### src/rtl/tdc_pkg.sv
// Shared types and helpers for the tapped-delay-line capture sequencer.
package tdc_pkg;

    typedef enum logic [2:0] {
        S_IDLE   = 3'd0,
        S_LAUNCH = 3'd1,
        S_WAIT   = 3'd2,
        S_SAMPLE = 3'd3,
        S_CLEAR  = 3'd4,
        S_DONE   = 3'd5
    } tdc_state_t;

    localparam int DEFAULT_N_CELLS = 64;

    // Odd cells invert their output, so every second tap reads back inverted.
    localparam logic [DEFAULT_N_CELLS-1:0] DEFAULT_INV_MASK = {DEFAULT_N_CELLS/2{2'b10}};

    // Bits needed to hold a count of 0..n set taps.
    function automatic int calc_cw(input int n);
        return $clog2(n + 1);
    endfunction

endpackage

### src/rtl/tdc_popcount.sv
// Combinational population count of the corrected tap vector.
module tdc_popcount #(
    parameter int N  = 64,
    parameter int CW = 7
) (
    input  logic [N-1:0]  i_vec,
    output logic [CW-1:0] o_cnt
);

    logic [CW-1:0] w_cnt;

    // Plain ripple sum; counting ones rather than finding the first zero tolerates bubbles.
    always_comb begin
        w_cnt = '0;
        for (int i = 0; i < N; i++) begin
            w_cnt = w_cnt + CW'(i_vec[i]);
        end
    end

    assign o_cnt = w_cnt;

endmodule

### src/rtl/tdc_capture_ctrl.sv
// Launch / settle / sample / drain sequencer for the delay line; accumulates
// 2^ACCUM_LOG2 shot counts and hands the sum out on a valid/ready port.
module tdc_capture_ctrl
    import tdc_pkg::*;
#(
    parameter int                  N_CELLS     = 64,
    parameter int                  SETTLE      = 3,
    parameter int                  ACCUM_LOG2  = 4,
    parameter int                  CLR_TIMEOUT = 255,
    parameter logic [N_CELLS-1:0]  INV_MASK    = {N_CELLS/2{2'b10}},
    localparam int                 CW          = calc_cw(N_CELLS),
    localparam int                 SW          = CW + ACCUM_LOG2
) (
    input  logic               i_clk,
    input  logic               i_nrst,
    input  logic               i_start,
    output logic               o_busy,
    output logic               o_launch,
    input  logic [N_CELLS-1:0] i_q,
    output logic               o_valid,
    input  logic               i_ready,
    output logic [SW-1:0]      o_sum,
    output logic               o_ovf,
    output logic               o_err
);

    localparam int WW  = $clog2(SETTLE + 1);
    localparam int CTW = $clog2(CLR_TIMEOUT + 1);

    // Result handshake: o_valid is held from DONE entry until a cycle with
    // i_ready high; the transfer happens on that edge and o_sum/o_ovf/o_err
    // stay constant while o_valid is high.

    tdc_state_t           r_state;
    tdc_state_t           w_next;
    logic                 r_launch;
    logic [WW-1:0]        r_wait;
    logic [CTW-1:0]       r_clr;
    logic [ACCUM_LOG2-1:0] r_shot;
    logic [SW-1:0]        r_acc;
    logic                 r_ovf;
    logic                 r_err;

    logic [N_CELLS-1:0]   w_code;
    logic [CW-1:0]        w_cnt;
    logic                 w_drained;
    logic                 w_full;
    logic                 w_timeout;
    logic                 w_clr_exit;
    logic                 w_last_shot;

    assign w_code      = i_q ^ INV_MASK;
    assign w_drained   = ~|w_code;
    assign w_full      = &w_code;
    assign w_timeout   = (r_clr == CTW'(CLR_TIMEOUT - 1));
    assign w_clr_exit  = w_drained || w_timeout;
    assign w_last_shot = &r_shot;

    tdc_popcount #(
        .N  (N_CELLS),
        .CW (CW)
    ) u_popcount (
        .i_vec (w_code),
        .o_cnt (w_cnt)
    );

    always_ff @(posedge i_clk or negedge i_nrst) begin
        if (!i_nrst) begin
            r_state <= S_IDLE;
        end else begin
            r_state <= w_next;
        end
    end

    always_comb begin
        w_next = r_state;
        case (r_state)
            S_IDLE:   if (i_start) w_next = S_LAUNCH;
            S_LAUNCH: w_next = S_WAIT;
            S_WAIT:   if (r_wait == WW'(SETTLE - 1)) w_next = S_SAMPLE;
            S_SAMPLE: w_next = S_CLEAR;
            S_CLEAR:  if (w_clr_exit) w_next = w_last_shot ? S_DONE : S_LAUNCH;
            S_DONE:   if (i_ready) w_next = S_IDLE;
            default:  w_next = S_IDLE;
        endcase
    end

    always_comb begin
        o_busy  = (r_state != S_IDLE);
        o_valid = (r_state == S_DONE);
    end

    always_ff @(posedge i_clk or negedge i_nrst) begin
        if (!i_nrst) begin
            r_launch <= 1'b0;
            r_wait   <= '0;
            r_clr    <= '0;
            r_shot   <= '0;
            r_acc    <= '0;
            r_ovf    <= 1'b0;
            r_err    <= 1'b0;
        end else begin
            case (r_state)
                S_IDLE: begin
                    if (i_start) begin
                        r_launch <= 1'b1;
                        r_shot   <= '0;
                        r_acc    <= '0;
                        r_ovf    <= 1'b0;
                        r_err    <= 1'b0;
                    end
                end
                S_LAUNCH: r_wait <= '0;
                S_WAIT:   r_wait <= r_wait + 1'b1;
                S_SAMPLE: begin
                    r_acc    <= r_acc + SW'(w_cnt);
                    r_launch <= 1'b0;
                    r_clr    <= '0;
                    if (w_full) r_ovf <= 1'b1;
                end
                S_CLEAR: begin
                    r_clr <= r_clr + 1'b1;
                    // A stuck line is flagged but the batch still completes.
                    if (w_clr_exit) begin
                        if (!w_drained) r_err <= 1'b1;
                        if (!w_last_shot) begin
                            r_shot   <= r_shot + 1'b1;
                            r_launch <= 1'b1;
                        end
                    end
                end
                default: ;
            endcase
        end
    end

    assign o_launch = r_launch;
    assign o_sum    = r_acc;
    assign o_ovf    = r_ovf;
    assign o_err    = r_err;

endmodule

### config.mk
export PLATFORM = sky130hd
export DESIGN_NAME = tdc_capture_ctrl
export DESIGN_NICKNAME = d
export VERILOG_FILES = /design/src/rtl/tdc_pkg.sv /design/src/rtl/tdc_popcount.sv /design/src/rtl/tdc_capture_ctrl.sv
export SDC_FILE = /design/constraint.sdc
export NUM_CORES = 1
export LEC_CHECK = 0
export CAP_MARGIN = 20
export CORE_ASPECT_RATIO = 1.1
export CORE_MARGIN = 3
export CORE_UTILIZATION = 50
export CTS_CLUSTER_SIZE = 16
export DETAILED_ROUTE_END_ITERATION = 7
export GPL_TIMING_DRIVEN = 1
export PLACE_DENSITY = 0.79
export SLEW_MARGIN = 20
export SYNTH_ARGS = -nofsm -noshare
export SYNTH_HDL_FRONTEND = slang
export SYNTH_HIERARCHICAL = 1
export SYNTH_SLANG_ARGS = --single-unit
export TNS_END_PERCENT = 1
### constraint.sdc
create_clock -name i_clk -period 2.55 [get_ports i_clk]
set_input_delay 0.51 -clock i_clk [delete_from_list [all_inputs] [get_ports i_clk]]
set_output_delay 0.51 -clock i_clk [all_outputs]
set_load 0.005 [all_outputs]
==> flow_summary_export.csv, run 1 <==
group,metric,value,unit
cells_and_area,util_after_layout,0.761,
setup_path,timing.critical_path.fanout_max,4,
job,cap_viol_max_count,0,
floorplanning,die_x,90.7,um
setup_path,critPathKind,"in2reg",
synth,synthDistinctLibCells,52,
sta,hold_viol,0,
floorplanning,io-pin-count,84,
clocking,ctsHtreeMaxLevel,2,
synth,postSynth.topFlopCell,"sky130_fd_sc_hd__dfrtp_1",
route,routed_wire_length_per_instance,16.6,um
place,post_dp_cell_area,5520,um2
floorplanning,initial_utilization,0.523,
floorplanning,fp-row-count,33,
place,port-buffer-count,83,
clocking,root_buffer,"sky130_fd_sc_hd__clkbuf_8",
clocking,cts_buffers,5,
route,vias_per_cell,5.52,
sta,max_slew.worst_pin.slew,0.469,ns
place,hpwlAfterDp,9640,um
route,detail_route.first_pass.iterations,4,
synth,largest_area_contributor_in_the_synthesized_netlist,"sky130_fd_sc_hd__fa_1",
sta,rsz0062_at_grt,"yes",
grt,grt_pass1_wl,19400,um
setup_path,critical_path.endpoint_type,"flop",
synth,postSynth.asyncResetShare,1.00,
grt,grt_start_max_net_pins,32,
floorplanning,design.core.area,7560,um2
place,gp_congestion,0.976,
sta,slew_headroom,0.685,
sta,timing.final.crit_period,7.01,ns
route,route.antenna.remaining_nets,0,
floorplanning,die-height,99.2,um
route,via_total_after_detailed_routing,3987,
floorplanning,die_area,9000,um2
cells_and_area,area_delta_synth_final,45.6,%
clocking,hold_buffers,0,
synth,synth_warnings,6,
route,drt-total-wl,12000,um
sta,post-route-period-util,2.75,
sta,setup-violations-final,14,
run_status,violations_in_the_final_reports,"setup timing",
sta,clock.fmax,143,MHz
synth,synth_seq_cells,31,
grt,global_route.usage.total,0.271,
run_status,run_status,"complete, but fails checks",
synth,yosys.area.top_type_share,0.279,
clocking,sinks_on_the_clock_net,31,
cells_and_area,final_cell_area,5750,um2
synth,synth.avg_cell_area,8.90,um2
grt,first_global_vias,4242,
sta,finClkSkew,0.00928,ns
setup_path,cp_data_arrival_time,7.18,ns
synth,netlist_top_cells_area,"sky130_fd_sc_hd__fa_1, sky130_fd_sc_hd__dfrtp_1, sky130_fd_sc_hd__inv_1, sky130_fd_sc_hd__ha_1, sky130_fd_sc_hd__nand4_1",
clocking,cts_max_path_buffers,2,
sta,final.setup.worst_slack,-4.46,ns
route,route.detailed.drc,0,
hold_path,worstHoldPathType,"reg2reg",
synth,synth_nets,593,
setup_path,start_kind,"input pin",
grt,initial_antenna_violation_count,0,
route,drt_iter0_markers,151,
cells_and_area,ratio_of_cells_with_drive_above_1_in_the_final_layout,0.311,
synth,synthesis.instances,444,
synth,synth_enable_flop_cells,0,
setup_path,worst_ep_required,2.72,ns
synth,yosysSeqAreaShare,0.196,
synth,syn_area,3950,um2
cells_and_area,finalNetCount,766,
clocking,insertion_delay,0.29,ns
cells_and_area,n_antenna_cell,0,
sta,timing_max_transition_violations_final,0,
grt,grt_overflow_total,0,
clocking,clock_slew_at_the_register_clock_pins_of_the_worst_setup_and_hold_paths,0.06,ns
clocking,tritoncts,"yes",
place,post-place-ws,-5.23,ns
## worst paths after layout
kind | from | end | slack (ns) | depth (start not counted)
hold / removal | r_clr[7]$_DFFE_PN0P_ | r_clr[7]$_DFFE_PN0P_ | 0.48 | 1
setup reg to reg | r_state[0]$_DFFE_PN0P_ | r_shot[2]$_DFFE_PN0P_ | 0.33 | 4
hold reg to reg | r_clr[7]$_DFFE_PN0P_ | r_clr[7]$_DFFE_PN0P_ | 0.48 | 1
max in group asynchronous | i_nrst | r_clr[7]$_DFFE_PN0P_ | 1.64 | 2
setup / recovery | i_q[45] | o_sum[5]$_DFFE_PN0P_ | -4.46 | 21
min in group asynchronous | i_nrst | o_sum[5]$_DFFE_PN0P_ | 0.62 | 2
## flip-flops by register name, indices dropped and copies added (netlist names)
name,count
o_ovf,1
r_shot,4
r_state,3
r_clr,8
o_err,1
o_launch,1
o_sum,11
r_wait,2
## cells in the final DEF (no fill, tap or decap), types with 6 or more instances in the layout
cell / n
sky130_fd_sc_hd__a21oi_1: 8
sky130_fd_sc_hd__buf_4: 90
sky130_fd_sc_hd__buf_6: 6
sky130_fd_sc_hd__clkbuf_2: 12
sky130_fd_sc_hd__clkbuf_8: 6
sky130_fd_sc_hd__clkdlybuf4s50_1: 46
sky130_fd_sc_hd__dfrtp_1: 31
sky130_fd_sc_hd__dlygate4sd2_1: 12
sky130_fd_sc_hd__fa_1: 50
sky130_fd_sc_hd__ha_1: 23
sky130_fd_sc_hd__inv_1: 93
sky130_fd_sc_hd__inv_2: 31
sky130_fd_sc_hd__nand2_1: 18
sky130_fd_sc_hd__nand3_1: 6
sky130_fd_sc_hd__nand3b_1: 6
sky130_fd_sc_hd__nand4_1: 23
sky130_fd_sc_hd__nor2_1: 16
sky130_fd_sc_hd__nor4_1: 15
sky130_fd_sc_hd__o21ai_0: 19
## cells in the mapped netlist (all sizes together), types with 5 or more instances
cell    instances
nor2           17
mux2i           5
a21o            5
nand3           7
a21oi          13
nand4          23
ha             26
clkbuf          7
nand3b          6
nor4           15
dfrtp          31
fa             55
a22o            5
nand2          21
o21ai          22
inv           125
## metal layers
layer,track usage,up-vias,share of wire
met5,0,-,0
met4,0.128,0,0.049
met3,0.0340,54,0.062
met2,0.513,186,0.54
met1,0.301,1929,0.35
li1,-,1818,-
## logic make-up after synthesis
| logic type | Yosys count | share of synthesized area |
|---|---|---|
| compound gates | 70 | 0.118 |
| xor+xnor | 6 | 0.0133 |
| fa+ha+maj | 81 | 0.361 |
| buf+inv | 132 | 0.126 |
| flops | 31 | 0.196 |
| mux | 5 | 0.0127 |
| simple gates | 119 | 0.173 |
## metrics by stage
stage                     std cells  hold WS [ns]  setup TNS (ns)
after global routing            722         0.498          -47.20
final                           722         0.479          -45.67
after CTS                       717         0.483          -45.78
after floorplan                 444         0.214          -42.74
after global placement          708         0.462          -55.08
after detailed placement        708         0.472          -57.01
## critical path: stages
cell                            delay (ns)
sky130_fd_sc_hd__dlygate4sd2_1        0.24
sky130_fd_sc_hd__inv_1                0.06
sky130_fd_sc_hd__inv_2                0.04
sky130_fd_sc_hd__fa_1                 0.60
sky130_fd_sc_hd__fa_2                 0.46
sky130_fd_sc_hd__fa_1                 0.51
sky130_fd_sc_hd__fa_1                 0.43
sky130_fd_sc_hd__fa_1                 0.49
sky130_fd_sc_hd__fa_2                 0.59
sky130_fd_sc_hd__fa_1                 0.45
sky130_fd_sc_hd__fa_1                 0.53
sky130_fd_sc_hd__inv_2                0.05
sky130_fd_sc_hd__ha_4                 0.16
sky130_fd_sc_hd__fa_2                 0.38
sky130_fd_sc_hd__a211o_1              0.34
sky130_fd_sc_hd__a21oi_2              0.23
sky130_fd_sc_hd__ha_4                 0.27
sky130_fd_sc_hd__nand2_4              0.10
sky130_fd_sc_hd__o221ai_4             0.12
sky130_fd_sc_hd__or3_1                0.37
sky130_fd_sc_hd__a32o_1               0.24
## area by class of cell
| type | count | area [um2] |
|---|---|---|
| Clock buffer | 6 | 82.6 |
| Tap cell | 105 | 131 |
| Multi-Input combinational cell | 281 | 2870 |
| Fill cell | 541 | 1810 |
| Timing Repair Buffer | 173 | 1420 |
| Clock inverter | 1 | 5.00 |
| Sequential cell | 31 | 776 |
| Inverter | 125 | 472 |
## repair_timing
item | 4_1_cts | 5_1_grt
gates resized for setup | 109 | 68
setup endpoints to repair | 19 | 18
buffers inserted | 2 | 5
pin swaps | 46 | 45
Power of run 1 is not shown: default switching activity piles up to over one toggle a cycle in this logic, so the estimate is an artifact.
==> run 2, diff against run 1 <==
--- a/config.mk
+++ b/config.mk
@@ -13,6 +13,7 @@
 export DETAILED_ROUTE_END_ITERATION = 7
 export GPL_TIMING_DRIVEN = 1
 export PLACE_DENSITY = 0.79
+export REMOVE_ABC_BUFFERS = 1
 export SLEW_MARGIN = 20
 export SYNTH_ARGS = -nofsm -noshare
 export SYNTH_HDL_FRONTEND = slang
==> run 2 against run 1 <==
Net effect:
- critical path type unchanged
- clock skew shrank 0.0036 ns
- sequential share of layout area decreased by 0.16 points
- cell count shrank 0.14%
- hold slack improved by 0.0012 ns
- non-clock buffer count down 1
- design area rose by 1.2%
- first-iteration DRC count rose by 23%
- worst setup slack worse by 0.014 ns
- core utilization increased by 0.89 points
- the flow still finishes with violations (setup timing)
- clock-buffer cell count is the same
==> flow_summary_export.csv, run 2 (synthesis results as in run 1) <==
group,metric,value,unit
clocking,root_buffer,"sky130_fd_sc_hd__clkbuf_8",
setup_path,timing.reg2reg.worst_path_depth,7,
place,gp_congestion,1.01,
route,drt_iter0_markers,186,
grt,first_global_vias,4295,
cells_and_area,leading_cell_type_in_the_layout_fill_and_taps_excluded,"sky130_fd_sc_hd__inv_1",
route,via_total_after_detailed_routing,3990,
floorplanning,die_x,90.7,um
sta,timing_max_transition_violations_final,0,
clocking,ctsHtreeMaxLevel,2,
route,route.detailed.drc,0,
floorplanning,io-pin-count,84,
place,port-buffer-count,83,
hold_path,worstHoldPathType,"reg2reg",
sta,rsz0062_at_grt,"yes",
place,hpwlAfterDp,9630,um
setup_path,critical_path.max_stage_delay,0.59,ns
sta,timing.final.crit_period,7.02,ns
sta,finClkSkew,0.00571,ns
route,detail_route.first_pass.iterations,4,
clocking,sinks_on_the_clock_net,31,
floorplanning,initial_utilization,0.523,
run_status,violations_in_the_final_reports,"setup timing",
setup_path,timing.reg2reg.setup_slack,0.32,ns
setup_path,worst_path_slowest_cell,"sky130_fd_sc_hd__fa_2",
sta,setup-violations-final,12,
setup_path,critical-path-top-cell-by-count,"sky130_fd_sc_hd__fa_1",
setup_path,cpLargestDelayFamily,"adder cells",
grt,initial_antenna_violation_count,0,
clocking,insertion_delay,0.29,ns
cells_and_area,util_after_layout,0.770,
cells_and_area,finalNetCount,765,
setup_path,critical_path.n_buffers_inverters,4,
setup_path,critical_path.endpoint_type,"flop",
clocking,tritoncts,"yes",
sta,hold_viol,0,
clocking,clock_slew_at_the_register_clock_pins_of_the_worst_setup_and_hold_paths,0.07,ns
setup_path,r2r_start,"o_sum[0]$_DFFE_PN0P_",
cells_and_area,n_antenna_cell,0,
grt,grt_pass1_wl,19200,um
job,cap_viol_max_count,0,
clocking,cts_buffers,5,
sta,post-route-period-util,2.75,
setup_path,worst_ep_required,2.73,ns
floorplanning,fp-row-count,33,
route,routed_wire_length_per_instance,17.1,um
clocking,cts_max_path_buffers,2,
sta,timing.setup.tns,-44.85,ns
cells_and_area,ratio_of_cells_with_drive_above_1_in_the_final_layout,0.297,
setup_path,path_cells,"dlygate4sd2_1 > inv_1 > fa_1 > fa_1 > inv_1 > fa_1 > fa_1 > fa_1 > fa_2 > fa_1 > fa_1 > inv_2 > ha_4 > fa_2 > a21o_1 > a211oi_2 > a21oi_1 > ha_1 > nand2_2 > o221ai_4 > or3_1 > a32o_1",
clocking,hold_buffers,0,
cells_and_area,largest_register_ff_count,11,
sta,final.setup.worst_slack,-4.47,ns
route,drt-total-wl,12400,um
hold_path,min_path_cells,1,
hold_path,hold_crit_endpoint,"o_launch$_DFFE_PN0P_",
grt,grt_start_max_net_pins,32,
setup_path,start_kind,"input pin",
floorplanning,die-height,99.2,um
cells_and_area,final_cell_area,5820,um2
grt,grt_overflow_total,0,
grt,global_route.usage.total,0.265,
cells_and_area,top_library_cells_by_usage_in_the_layout_fill_and_taps_aside,"sky130_fd_sc_hd__inv_1, sky130_fd_sc_hd__buf_4, sky130_fd_sc_hd__fa_1",
hold_path,start_point_of_the_worst_min_delay_path,"o_launch$_DFFE_PN0P_",
cells_and_area,area_delta_synth_final,47.3,%
place,post_dp_cell_area,5490,um2
route,route.antenna.remaining_nets,0,
sta,max_slew.worst_pin.slew,0.606,ns
sta,slew_headroom,0.590,
setup_path,cp_data_arrival_time,7.20,ns
setup_path,worstReg2RegEnd,"o_sum[8]$_DFFE_PN0P_",
route,vias_per_cell,5.53,
floorplanning,die_area,9000,um2
floorplanning,design.core.area,7560,um2
sta,clock.fmax,142,MHz
setup_path,timing.critical_path.fanout_max,4,
setup_path,critPathKind,"in2reg",
run_status,run_status,"complete, but fails checks",
-- run 2: changes by cell type in the layout (fill, tap and decap cells not counted), sizes merged --
cell / previous run / this run
dlymetal6s2s: 0 / 2
clkdlybuf4s50: 46 / 45
buf: 102 / 97
clkdlybuf4s15: 1 / 9
clkbuf: 18 / 15
dlygate4sd2: 12 / 10
-- run 2: how the worst max path moves through the flow --
stage / start / to / slack, ns / cells after the start
floorplan: i_q[53] / o_sum[5]$_DFFE_PN0P_ / -4.33 / 25
global placement: i_q[53] / o_sum[10]$_DFFE_PN0P_ / -4.96 / 27
detailed placement: i_q[53] / o_sum[10]$_DFFE_PN0P_ / -5.14 / 27
CTS: i_q[59] / o_sum[7]$_DFFE_PN0P_ / -4.52 / 27
global route: i_q[29] / o_sum[9]$_DFFE_PN0P_ / -4.70 / 26
finish: i_q[11] / o_sum[5]$_DFFE_PN0P_ / -4.47 / 22
-- run 2: what timing repair did --
| item | CTS | global route |
|---|---|---|
| pin swaps | 45 | 37 |
| gates cloned | 0 | 0 |
| buffers inserted | 7 | 3 |
| resized for setup | 110 | 63 |
| setup endpoints to repair | 19 | 19 |
-- run 2: layout make-up --
type,count,area (um2)
clock buffer,6,82.6
clock inverter,1,5.00
fill,517,1740
inverter,125,469
multi-input combinational,281,2910
sequential,31,776
tap,105,131
timing repair buffer,172,1450
-- run 2: worst register-to-register path, cell delays in order (launching register included) --
cell and delay [ns]:
sky130_fd_sc_hd__dfrtp_1 0.44, sky130_fd_sc_hd__ha_4 0.20, sky130_fd_sc_hd__fa_1 0.42, sky130_fd_sc_hd__a21oi_1 0.35, sky130_fd_sc_hd__o21ai_1 0.18, sky130_fd_sc_hd__o21ai_2 0.20
sky130_fd_sc_hd__nand3b_1 0.17, sky130_fd_sc_hd__mux2i_1 0.19
-- run 2: layer usage --
layer	part of all wire	routed length, um	track usage
met1	0.36	4470	0.300
met2	0.54	6690	0.496
met3	0.059	732	0.0303
met4	0.038	476	0.122
met5	0	0	0
-- run 2: metrics by stage --
step,cells,setup WS [ns],hold slack [ns]
floorplan,437,-4.33,0.214
global placement,705,-4.96,0.458
detailed placement,705,-5.14,0.471
CTS,719,-4.52,0.480
global route,721,-4.70,0.509
finish,721,-4.47,0.480
Power of run 2 is left out for the same reason.
==> run 3, diff against run 2 <==
--- a/config.mk
+++ b/config.mk
@@ -9,6 +9,7 @@
 export CORE_ASPECT_RATIO = 1.1
 export CORE_MARGIN = 3
 export CORE_UTILIZATION = 50
+export CTS_BUF_LIST = sky130_fd_sc_hd__clkbuf_8
 export CTS_CLUSTER_SIZE = 16
 export DETAILED_ROUTE_END_ITERATION = 7
 export GPL_TIMING_DRIVEN = 1
==> results of run 3 <==
Same layout as run 2: the final DEF is identical, and so are final timing and power.
Power of run 3 is left out for the same reason.
